[src/rtl/beta_pkg.sv]
// Shared definitions for the Beta program-counter slice: pcsel codes,
// default vectors and the interrupt FSM state type.
package beta_pkg;

    localparam logic [2:0] PCSEL_NORMAL = 3'b000;
    localparam logic [2:0] PCSEL_BEQ    = 3'b001;
    localparam logic [2:0] PCSEL_BNE    = 3'b010;
    localparam logic [2:0] PCSEL_JMP    = 3'b011;
    localparam logic [2:0] PCSEL_TRAP   = 3'b100;

    localparam logic [31:0] DEF_RESET_VEC = 32'h8000_0000;
    localparam logic [31:0] DEF_ILLOP_VEC = 32'h8000_0004;
    localparam logic [31:0] DEF_XADR_VEC  = 32'h8000_0008;

    typedef enum logic {
        IRQ_IDLE,
        IRQ_PENDING
    } irq_state_e;

endpackage

[src/rtl/beta_pc_target.sv]
// Combinational branch and jump target calculator; bit W-1 of each target
// is the supervisor bit and is never produced by an address carry.
module beta_pc_target #(
    parameter int unsigned W = 32
) (
    input  logic [W-1:0] pc_next_i,
    input  logic [15:0]  offset_i,
    input  logic [W-1:0] jmp_addr_i,
    input  logic         supervisor_i,
    output logic [W-1:0] br_target_o,
    output logic [W-1:0] jmp_target_o
);

    logic [W+17:0] off_wide;
    logic [W-2:0]  br_sum;
    logic          unused_bits;

    // Sign-extended word offset scaled to bytes, wide enough for any W >= 8.
    assign off_wide = {{W{offset_i[15]}}, offset_i, 2'b00};
    assign br_sum   = pc_next_i[W-2:0] + off_wide[W-2:0];

    assign br_target_o  = {supervisor_i, br_sum};
    assign jmp_target_o = {supervisor_i & jmp_addr_i[W-1], jmp_addr_i[W-2:2], 2'b00};

    assign unused_bits = ^{pc_next_i[W-1], jmp_addr_i[1:0], off_wide[W+17:W-1]};

endmodule

[src/rtl/beta_pc_unit.sv]
// Beta program counter: PC/supervisor state, next-PC selection, exception
// pointer and a two-state interrupt latch.
module beta_pc_unit
    import beta_pkg::*;
#(
    parameter int unsigned   W         = 32,
    parameter logic [W-1:0]  RESET_VEC = W'(DEF_RESET_VEC),
    parameter logic [W-1:0]  ILLOP_VEC = W'(DEF_ILLOP_VEC),
    parameter logic [W-1:0]  XADR_VEC  = W'(DEF_XADR_VEC)
) (
    input  logic         clk,
    input  logic         rst,
    input  logic         clk_en,
    input  logic         stall,
    input  logic [2:0]   pcsel,
    input  logic [W-1:0] ra_val,
    input  logic [15:0]  offset,
    input  logic [W-1:0] jmp_addr,
    input  logic         irq,
    output logic [W-1:0] pc_out,
    output logic [W-1:0] pc_next,
    output logic [W-1:0] xp_out,
    output logic         supervisor,
    output logic         branch_taken,
    output logic         irq_taken
);

    logic [W-1:0] pc_q, pc_d;
    logic [W-1:0] pcn_q, pcn_d;
    logic [W-1:0] xp_q, xp_d;
    logic         bt_q, bt_d;
    logic         it_q, it_d;
    irq_state_e   state_q, state_d;

    logic [W-1:0] br_target;
    logic [W-1:0] jmp_target;
    logic [W-1:0] reset_next;
    logic         adv;
    logic         is_trap;
    logic         irq_take;

    beta_pc_target #(.W(W)) u_target (
        .pc_next_i    (pcn_q),
        .offset_i     (offset),
        .jmp_addr_i   (jmp_addr),
        .supervisor_i (pc_q[W-1]),
        .br_target_o  (br_target),
        .jmp_target_o (jmp_target)
    );

    assign adv        = clk_en & ~stall;
    assign is_trap    = pcsel[2];
    assign irq_take   = (state_q == IRQ_PENDING) & adv & ~pc_q[W-1] & ~is_trap;
    assign reset_next = {RESET_VEC[W-1], RESET_VEC[W-2:0] + (W-1)'(4)};

    always_comb begin
        pc_d    = pc_q;
        xp_d    = xp_q;
        bt_d    = 1'b0;
        it_d    = 1'b0;
        state_d = state_q;
        // The latch captures irq on every edge, even while the PC is held.
        if (irq) begin
            state_d = IRQ_PENDING;
        end
        if (adv) begin
            if (is_trap) begin
                xp_d = pcn_q;
                pc_d = ILLOP_VEC;
            end else if (irq_take) begin
                xp_d    = pcn_q;
                pc_d    = XADR_VEC;
                it_d    = 1'b1;
                state_d = IRQ_IDLE;
            end else begin
                case (pcsel)
                    PCSEL_BEQ: begin
                        bt_d = (ra_val == '0);
                        pc_d = bt_d ? br_target : pcn_q;
                    end
                    PCSEL_BNE: begin
                        bt_d = (ra_val != '0);
                        pc_d = bt_d ? br_target : pcn_q;
                    end
                    PCSEL_JMP: pc_d = jmp_target;
                    default:   pc_d = pcn_q;
                endcase
            end
        end
        pcn_d = {pc_d[W-1], pc_d[W-2:0] + (W-1)'(4)};
    end

    always_ff @(posedge clk) begin
        if (rst) begin
            pc_q    <= RESET_VEC;
            pcn_q   <= reset_next;
            xp_q    <= '0;
            bt_q    <= 1'b0;
            it_q    <= 1'b0;
            state_q <= IRQ_IDLE;
        end else begin
            pc_q    <= pc_d;
            pcn_q   <= pcn_d;
            xp_q    <= xp_d;
            bt_q    <= bt_d;
            it_q    <= it_d;
            state_q <= state_d;
        end
    end

    assign pc_out       = pc_q;
    assign pc_next      = pcn_q;
    assign xp_out       = xp_q;
    assign supervisor   = pc_q[W-1];
    assign branch_taken = bt_q;
    assign irq_taken    = it_q;

endmodule

[config.mk]
export PLATFORM = sky130hd
export DESIGN_NAME = beta_pc_unit
export DESIGN_NICKNAME = d
export VERILOG_FILES = /design/src/rtl/beta_pkg.sv /design/src/rtl/beta_pc_target.sv /design/src/rtl/beta_pc_unit.sv
export SDC_FILE = /design/constraint.sdc
export NUM_CORES = 1
export LEC_CHECK = 0
export CAP_MARGIN = 20
export CORE_MARGIN = 2
export CORE_UTILIZATION = 40
export DETAILED_ROUTE_END_ITERATION = 16
export PLACE_DENSITY = 0.7
export SYNTH_ARGS = -nofsm -noshare
export SYNTH_HDL_FRONTEND = slang
export SYNTH_SLANG_ARGS = --single-unit
export TNS_END_PERCENT = 100
[constraint.sdc]
create_clock -name clk -period 5.6 [get_ports clk]
set_clock_uncertainty 0.05 [all_clocks]
set_input_delay 0.84 -clock clk [delete_from_list [all_inputs] [get_ports clk]]
set_output_delay 0.84 -clock clk [all_outputs]
set_load 0.02 [all_outputs]
==> metrics, run 1 <==
nets@finish about 1,100; initial antenna violation count 0; count of pins over their slew limit 0; Synth Instances around 790; Slew Limit Headroom between 30 and 40%; fraction of final layout cells sized beyond drive strength 1 between 5 and 6%; Hold Crit Start xp_out[14]; slew at the pin closest to its max-slew limit approximately 1000 ps; # H-tree levels 3; PostCTS Resize Cnt 0; Final min period 4920 ps; vias in the first global route 6,168; DRC Markers 0; ANT cells 0; reg-to-reg slack, setup between 1000 and 1500 ps; Port Buffers about 180; vias just under 7,000; TritonRoute pass-1 iters 5; most common cell after layout, fill and taps aside clkdlybuf4s50_1; most frequent cells in the layout clkdlybuf4s50_1 (183), nand2_1 (107), dfxtp_1 (96); total die area between 15,000 and 20,000 um2; EDFF count, synth 0; Crit Path Max Fanout 5; outcome finished, final reports clean; Routed Antenna Nets 0; Comb power frac around a fifth; CP max stage cell or4b_4; first-pass GRT wire length ~34,000 um; unrepaired setup endpoints after global routing no; DRT Wirelength approximately 22,000 um; Synth cell types 71; Mapped Area 6210 um2; Power Dens Cells a little under 200 nW/um2; die height around 130 um; clock buffer count from CTS 9; #FFs+latches synth 96; Crit. End Element flop; I/O pin count 187; initial drt markers approximately 740; Hold Path End xp_out[14]; Initial Utilization 40.8%; YS warnings 0; clock sinks between 90 and 100; Crit path required time 5800 ps; max-cap viol count 0; pre-CTS setup slack 356 ps; CTS root buf clkbuf_16; Clk pwr share a little under two fifths; type of the worst min-delay path flop to flop; total track usage a little over a quarter; NetSw 0.472 mW; hold path cells 2; Post-synth ARST share 0%; Setup TNS Final 0 ps; # setup viols final 0; FMAX slightly above 200 MHz; GP Congestion ~0.9; switching share of total power 28.7%; grt ovf 0; largest net degree at the start of global routing 49; Internal 1.17 mW; wire length per cell 18.9 um; CTS Buffer Depth 2; post-synth net total 912; Row Count 45; Post-CTS Hold Fix Bufs 0; Crit path arrival time just over 5000 ps; die width roughly 130 um; biggest area consumer among synthesized cells dfxtp_1; FF-to-FF End pc_next[26]; final hold vios 0; worst reg-to-reg path cell count 12; Leakage 3.07 nW; DR vias/cell approximately 6; Filler cells between 1,000 and 1,500; dpl hpwl approximately 17,000 um; TritonCTS clock tree done; fin crit share 87.8%; maximum vdd ir drop ~0.16 mV; Syn Area/Cell a little under 8 um2; later-pin clock latency in the skew report about 360 ps; top cells by area, synth dfxtp_1 (31%), a21oi_1 (6.9%), nand2_1 (6.5%); Synth top area share a little under a third; crit-path cells clkdlybuf4s50_1 -> ha_1 -> fa_1 -> a211oi_1 -> o21a_1 -> xor2_1 -> a21oi_1 -> a211oi_4 -> or4b_4 -> or3_4 -> nor4b_4 -> nor2b_1 -> mux2_2; fin cells between 1,000 and 1,500; Setup Fix Bufs, Post-CTS 0; startpoint type of the worst setup path input port; register area share after synthesis slightly above 30%; Layout area overhead 37.3%; Core Area 15,200 um2; r2r startpoint pc_next[2]; worst stage delay on the critical path approximately 600 ps; Worst-path clk slew about 70 ps; part of the power in registers between 40% and 50%; setup ws final 685 ps; type of the worst setup path input port to flop; dominant synthesized flop cell dfxtp_1; cell count after placement ~1,100
cell type report:
cell class | count | area, um2 | area share, %
multi-input cells | 645 | 4060 | 47.6
repair buffers | 206 | 2000 | 23.5
flip-flops and latches | 96 | 1920 | 22.6
clock buffers | 13 | 260 | 3.05
well taps | 188 | 235 | 2.76
inverters | 8 | 30.0 | 0.352
clock inverters | 2 | 15.0 | 0.176
Yosys cell counts, drive strengths merged, types with 3 or more instances:
cell	n
inv	8
o21a	9
xnor2	19
a32oi	4
a311oi	5
a21o	10
a31oi	13
a211o	3
or3	8
o311ai	3
nor3	16
nand2b	11
a221oi	14
o21ai	39
nor2b	22
nand4	15
and2	9
or4	3
a21oi	87
xor2	10
mux2	8
o31ai	4
clkbuf	28
and4	4
and3	6
a211oi	6
nand3	21
ha	29
o21bai	4
nor4	8
nand3b	3
a22oi	6
buf	17
a32o	5
nor2	77
a221o	4
or2	3
dfxtp	96
nand2	107
o211ai	18
nand4b	4
cells by family (layout without fill, tap and decap cells):
| logic type | after synthesis | after routing | share of synthesized area [%] |
|---|---|---|---|
| buf+inv | 53 | 229 | 3.83 |
| flops | 96 | 96 | 31.0 |
| simple gates | 325 | 325 | 26.4 |
| fa+ha+maj | 30 | 30 | 6.17 |
| mux | 10 | 10 | 1.77 |
| xor+xnor | 29 | 29 | 4.09 |
| compound gates | 251 | 251 | 26.8 |
metrics by stage:
step	utilization [%]	hold WS (ps)	total power [mW]	area, um2
3_3_place_gp	54.2	391	1.05	8250
2_1_floorplan	-	450	0.896	6210
6_report	56.1	402	1.64	8520
4_1_cts	56.1	406	1.64	8520
3_5_place_dp	54.2	397	1.05	8250
5_1_grt	56.1	412	1.70	8520
state kept, by name, indices dropped and copies added, names as in the netlist:
signal / count
branch_taken: 1
state_q: 1
irq_taken: 1
pc_next: 29
xp_out: 32
pc_out: 32
critical path, delay by kind of cell:
family                   cells  cell delay [ps]
multiplexers                 1              340
AND/OR/NAND/NOR              4             1620
XOR/XNOR                     1              150
AO/OA/AOI/OAI                4             1100
adder cells (fa/ha/maj)      2              660
buffers and inverters        1              400
how the worst max path moves through the flow:
| stage | from | endpoint | depth (start not counted) |
|---|---|---|---|
| 6_report | offset[0] | pc_next[26] | 13 |
| 5_1_grt | offset[0] | pc_next[26] | 13 |
| 4_1_cts | offset[0] | pc_next[26] | 13 |
| 3_5_place_dp | offset[0] | pc_next[26] | 13 |
| 3_3_place_gp | offset[0] | pc_next[26] | 13 |
| 2_1_floorplan | offset[0] | pc_next[26] | 12 |
power groups by stage:
stage	Clock (mW)	Sequential, mW	Combinational [mW]
floorplan	0	0.737	0.159
global placement	0	0.727	0.319
detailed placement	0	0.727	0.320
CTS	0.610	0.711	0.322
global route	0.635	0.713	0.352
finish	0.604	0.712	0.325
metal layers:
layer / vias to the layer above / share of wire (%) / global-route usage (%)
met5: - / 0 / 0
met4: 0 / 2.1 / 8.82
met3: 30 / 8.2 / 4.20
met2: 316 / 44 / 41.0
met1: 3161 / 45 / 37.0
li1: 3292 / - / -
(Power assumes the default switching activity.)
==> run 2: changes to the inputs <==
--- a/config.mk
+++ b/config.mk
@@ -6,10 +6,12 @@
 export NUM_CORES = 1
 export LEC_CHECK = 0
 export CAP_MARGIN = 20
+export CORE_ASPECT_RATIO = 1.5
 export CORE_MARGIN = 2
 export CORE_UTILIZATION = 40
 export DETAILED_ROUTE_END_ITERATION = 16
 export PLACE_DENSITY = 0.7
+export REMOVE_ABC_BUFFERS = 1
 export SYNTH_ARGS = -nofsm -noshare
 export SYNTH_HDL_FRONTEND = slang
 export SYNTH_SLANG_ARGS = --single-unit
==> run 2 against run 1 <==
Net effect:
- design area rose by 0.82%
- die area rose by 0.12%
- total power rose by 1.9%
- fmax grew 1.0%
- sequential share of layout area decreased by 0.18 points
- register-to-register slack better by 90 ps
- non-clock buffer count is 5 higher
- critical path depth did not move
- utilization is 0.69 points higher
- sequential power about the same
- first-iteration DRC count shrank 48%
==> metrics, run 2 (synthesis gave the netlist of run 1 again) <==
CP max stage cell or4b_4; r2r startpoint pc_next[2]; most frequent cells in the layout clkdlybuf4s50_1 (183), nand2_1 (107), dfxtp_1 (96); unrepaired setup endpoints after global routing no; Filler cells 1,492 (+2.7%); DRT Wirelength 21,800 um (-0.30%); Crit path arrival time 5060 ps (-50 ps); maximum vdd ir drop 0.129 mV (-19%); worst stage delay on the critical path 540 ps (-60 ps); type of the worst min-delay path flop to flop; initial antenna violation count 0 (unchanged); FF-to-FF End pc_next[30]; first-pass GRT wire length 33,300 um (-1.4%); Routed Antenna Nets 0 (unchanged); CTS root buf clkbuf_16; die width 106 um (-18%); most used cell, CP a211oi_1; TritonRoute pass-1 iters 5 (unchanged); Bufs and invs on worst path 1 (unchanged); Comb power frac 19.3% (-0.5 points); die height 157 um (+22%); cell family with most CP delay simple AND/OR/NAND/NOR gates; startpoint type of the worst setup path input port; Crit. End Element flop; grt met1 use 29.7% (-7.3 points); later-pin clock latency in the skew report 360 ps (about the same); slew at the pin closest to its max-slew limit 788 ps (-216 ps); DP Area 8300 um2 (+0.62%); vias 6,747 (-0.76%); Internal 1.19 mW (+1.9%); DR vias/cell 5.75 (-2.1%); FMAX 206 MHz (+1.0%); outcome finished, final reports clean; Hold Path End xp_out[28]; final hold vios 0 (unchanged); # H-tree levels 3 (unchanged); clock sinks 96 (unchanged); Hold Crit Start xp_out[28]; Setup TNS Final 0 ps (unchanged); CTS Buffer Depth 2 (unchanged); grt ovf 0 (unchanged); Power Dens Cells 195 nW/um2 (+1.0%); ANT cells 0 (unchanged); switching share of total power 28.7% (-0.047 points); GP Congestion 0.956 (+5.4%); fin area 8590 um2 (+0.82%); fin util 56.8% (+0.69 points); I/O pin count 187 (unchanged); fin crit share 86.9% (-0.91 points); wire length per cell 18.6 um (-1.7%); Row Count 55 (+22%); dpl hpwl 16,600 um (-0.30%); Final min period 4860 ps (-51.0 ps); max-cap viol count 0 (unchanged); largest net degree at the start of global routing 57 (+16%); Hold Slack 403 ps (+0.604 ps); vias in the first global route 6,246 (+1.3%); part of the power in registers 42.4% (-1.0 points); crit-path cells clkdlybuf4s50_1 -> ha_1 -> fa_1 -> a211oi_1 -> o211ai_1 -> and3_1 -> a211oi_1 -> o21bai_1 -> or4b_4 -> or3_4 -> nor4b_4 -> nand4b_1 -> mux2_1; Initial Utilization 41.0% (+0.17 points); # setup viols final 0 (unchanged); Core Area 15,100 um2 (-0.41%); Crit Path Max Fanout 5 (unchanged); clock buffer count from CTS 9 (unchanged); met3 usage 2.87% (-1.3 points); reg-to-reg slack, setup 1300 ps (+90 ps); count of pins over their slew limit 0 (unchanged); most common cell after layout, fill and taps aside clkdlybuf4s50_1; total die area 16,500 um2 (+0.12%); PostCTS Resize Cnt 0 (unchanged); Worst-path clk slew 70 ps (about the same); Leakage 3.11 nW (+1.3%); DRC Markers 0 (unchanged); Multi-input gate area 4060 um2 (unchanged); worst reg-to-reg path cell count 12 (unchanged); Port Buffers 184 (unchanged); Clk pwr share 38.3% (+1.5 points); type of the worst setup path input port to flop; Setup Fix Bufs, Post-CTS 0 (unchanged); global routing's busiest layer met2; NetSw 0.480 mW (+1.7%); GR met2 Demand/Resource 48.2% (+7.2 points); total track usage 25.6% (-0.63 points); Layout area overhead 38.4%; hold path cells 2 (unchanged); initial drt markers 385 (-48%); nets@finish 1,089 (+0.46%); Post-CTS Hold Fix Bufs 0 (unchanged); Crit path required time 5800 ps (about the same); fraction of final layout cells sized beyond drive strength 1 6.67% (+0.69 points); TritonCTS clock tree done; register area 1920 um2 (unchanged); Slew Limit Headroom 46.9% (+14 points)
-- run 2: changes by cell type in the layout (fill, tap and decap cells not counted), sizes merged --
cell / previous run / this run
buf: 23 / 28
bufinv: 0 / 1
clkbuf: 13 / 9
clkinv: 0 / 2
clkinvlp: 2 / 1
inv: 8 / 10
-- run 2: area by class of cell --
cell class | count | share of cell area, %
Timing Repair Buffer | 211 | 23.7
Inverter | 8 | 0.349
Tap cell | 199 | 2.90
Clock buffer | 9 | 2.62
Clock inverter | 6 | 0.801
Multi-Input combinational cell | 645 | 47.2
Sequential cell | 96 | 22.4
-- run 2: worst min-delay path, delay by kind of cell (launching register included) --
family	cells	cell delay, ps
AO/OA/AOI/OAI	1	50
AND/OR/NAND/NOR	1	50
flip-flops	1	310
-- run 2: layer usage --
layer,part of all wire [%],vias up,routed length [um]
met3,4.8,30,1060
met4,2.2,0,479
met2,54,248,11700
li1,-,3294,-
met1,39,3175,8600
met5,0,-,0
-- run 2: worst max path at each step --
stage                           from     endpoint  slack (ps)  depth (start not counted)
after floorplan                stall  pc_next[26]         190                         10
after global placement    ra_val[17]  pc_next[30]         370                         11
after detailed placement  ra_val[17]  pc_next[30]         330                         11
after CTS                 ra_val[17]  pc_next[30]         730                         11
after global routing      ra_val[20]  pc_next[30]         500                         11
final                      offset[0]  pc_next[30]         740                         13
-- run 2: metrics by stage --
stage | setup slack (ps) | total power, mW | std cells
floorplan | 189 | 0.881 | 749
global placement | 368 | 1.04 | 1159
detailed placement | 334 | 1.04 | 1159
CTS | 726 | 1.68 | 1174
global route | 498 | 1.72 | 1174
finish | 736 | 1.67 | 1174
-- run 2: power groups by stage --
stage	sequential (mW)	clock, mW	combinational, mW
5_1_grt	0.711	0.666	0.348
2_1_floorplan	0.737	0	0.144
4_1_cts	0.709	0.647	0.320
3_3_place_gp	0.724	0	0.316
6_report	0.709	0.641	0.322
3_5_place_dp	0.725	0	0.318
==> run 3: changes to the inputs <==
==> constraint.sdc (replaced) <==
create_clock -name clk -period 6 [get_ports clk]
set_clock_uncertainty 0.05 [all_clocks]
set_input_delay 0.9 -clock clk [delete_from_list [all_inputs] [get_ports clk]]
set_output_delay 0.9 -clock clk [all_outputs]
set_load 0.02 [all_outputs]
==> run 3 against run 2 <==
Net effect:
- register-to-register slack better by 150 ps
- total power is 7.7% lower
- sequential power down 6.6%
- global-route usage rose by 0.23 points
- via count is 0.52% lower
- sequential share of layout area up 0.17 points
- critical path depth unchanged
- cell count down 0.68%
- sequential cell count unchanged
- clock power decreased by 9.5%
- clock-buffer cell count rose by 1
- largest cell class unchanged
- highest routed layer unchanged
==> metrics, run 3 (synthesis gave the netlist of run 1 again) <==
type of the worst min-delay path flop to flop; Layout area overhead 37.4%; startpoint type of the worst setup path input port; Post-CTS Hold Fix Bufs 0 (unchanged); Final min period around 5200 ps; vias in the first global route 6,289 (+0.69%); PostCTS Resize Cnt 0 (unchanged); final hold vios 0 (unchanged); Multi-input gate area 4060 um2 (unchanged); Setup Fix Bufs, Post-CTS 0 (unchanged); Internal 1.11 mW (-6.9%); Worst-path clk slew 70 ps (about the same); WL met2 11,600 um (-0.45%); Power Dens Cells 181 nW/um2 (-7.0%); first-pass GRT wire length 33,700 um (+1.0%); wl on met1 8460 um (-1.6%); Port Buffers 184 (unchanged); I/O pin count 187 (unchanged); Leakage 3.06 nW (-1.6%); part of the power in registers 42.9% (+0.5 points); vias 6,712 (-0.52%); Hold Crit Start xp_out[29]; CTS Buffer Depth 2 (unchanged); DRC Markers 0 (unchanged); met3 wire length 1080 um (+1.9%); FF-to-FF End pc_next[30]; CTS root buf clkbuf_16; crit-path cells clkdlybuf4s50_1 -> ha_1 -> fa_1 -> a211oi_1 -> o211ai_1 -> and3_1 -> a211oi_1 -> o21bai_1 -> or4b_4 -> or3_4 -> nor4b_4 -> nand4b_1 -> mux2_1; DR top layer met4; CP startpoint offset[0]; Crit. End Element flop; clock buffer count from CTS 9 (unchanged); fin util 56.3% (-0.44 points); max-cap viol count 0 (unchanged); Routed Antenna Nets 0 (unchanged); Filler cells 1,444 (-3.2%); type of the worst setup path input port to flop; total track usage 25.8% (+0.23 points); Comb power frac 19.5% (+0.2 points); outcome finished, final reports clean; TritonCTS clock tree done; grt ovf 0 (unchanged); count of pins over their slew limit 0 (unchanged); fin cells 1,166 (-0.68%); ANT cells 0 (unchanged); hold path cells 2 (unchanged); Initial Utilization 41.0% (unchanged); later-pin clock latency in the skew report 350 ps (about the same); Row Count 55 (unchanged); most frequent cells in the layout clkdlybuf4s50_1 (183), nand2_1 (107), dfxtp_1 (96); fin area 8530 um2 (-0.77%); fraction of final layout cells sized beyond drive strength 1 5.79% (-0.88 points); most common cell after layout, fill and taps aside clkdlybuf4s50_1; maximum vdd ir drop 0.113 mV (-12%); Setup TNS Final 0 ps (unchanged); # H-tree levels 3 (unchanged); Crit path required time 6190 ps (+390 ps); largest net degree at the start of global routing 58 (+1.8%); Crit Path Max Fanout 5 (unchanged); unrepaired setup endpoints after global routing no; Crit path arrival time 5370 ps (+310 ps); GP Congestion 1.01 (+5.5%); Clk pwr share 37.6% (-0.7 points); DR vias/cell 5.76 (+0.16%); worst reg-to-reg path cell count 12 (unchanged); total die area 16,500 um2 (unchanged); register area 1920 um2 (unchanged); die width 106 um (unchanged); DP Area 8240 um2 (-0.72%); Hold Path End xp_out[29]; reg-to-reg slack, setup 1450 ps (+150 ps); r2r startpoint pc_next[2]; initial antenna violation count 0 (unchanged); clock sinks 96 (unchanged); slew at the pin closest to its max-slew limit 935 ps (+147 ps); CP max stage cell or4b_4; Core Area 15,100 um2 (unchanged); initial drt markers 559 (+45%); die height 157 um (unchanged); NetSw 0.434 mW (-9.5%); DRT Wirelength 21,800 um (+0.16%); most used cell, CP a211oi_1; wire length per cell 18.7 um (+0.85%); TritonRoute pass-1 iters 6 (+1); nets@finish 1,081 (-0.73%); dpl hpwl 16,500 um (-0.46%); # setup viols final 0 (unchanged); Design Power 1.54 mW (-7.7%); fin crit share about 86%; cell count after placement 1,151 (-0.69%); Slew Limit Headroom 37.2% (-9.7 points); FMAX about 190 MHz; switching share of total power 28.1% (-0.57 points); worst stage delay on the critical path 540 ps (about the same)
run 3: cell types whose count changed in the layout (fill, tap and decap cells not counted), sizes merged:
cell and change:
buf -8, clkbuf +1, clkinvlp +1, inv -2
run 3: worst max-delay path by stage:
stage	end	slack, ps	cells past startpoint
2_1_floorplan	pc_next[26]	530	10
3_3_place_gp	pc_next[30]	470	13
3_5_place_dp	pc_next[30]	500	13
4_1_cts	pc_next[30]	850	13
5_1_grt	pc_next[30]	600	11
6_report	pc_next[30]	820	13
run 3: area by class of cell:
class                           count  share of cell area, %
Tap cell                          199                   2.92
Inverter                            8                  0.352
Clock buffer                       10                   2.69
Sequential cell                    96                   22.5
Timing Repair Buffer              203                   23.2
Clock inverter                      5                  0.690
Multi-Input combinational cell    645                   47.6
run 3: power groups by stage:
stage	Clock [mW]	Sequential, mW	Combinational (mW)
4_1_cts	0.589	0.662	0.298
3_3_place_gp	0	0.676	0.295
3_5_place_dp	0	0.676	0.296
6_report	0.580	0.662	0.301
5_1_grt	0.610	0.663	0.326
2_1_floorplan	0	0.688	0.134
run 3: critical path, delay by kind of cell:
family / cells / cell delay, ps
buf+inv: 1 / 410
mux: 1 / 340
fa+ha+maj: 2 / 660
simple gates: 5 / 1960
compound gates: 4 / 1080
run 3: per-layer routing:
metal  GRT usage, %  up-vias
met5              0        -
met4           11.2        0
met3           2.62       39
met2           48.0      242
met1           29.8     3156
li1               -     3275
run 3: through the flow:
step	hold slack, ps	setup slack, ps
after global routing	419	596
after CTS	405	848
after floorplan	445	529
final	402	817
after detailed placement	397	500
after global placement	391	469
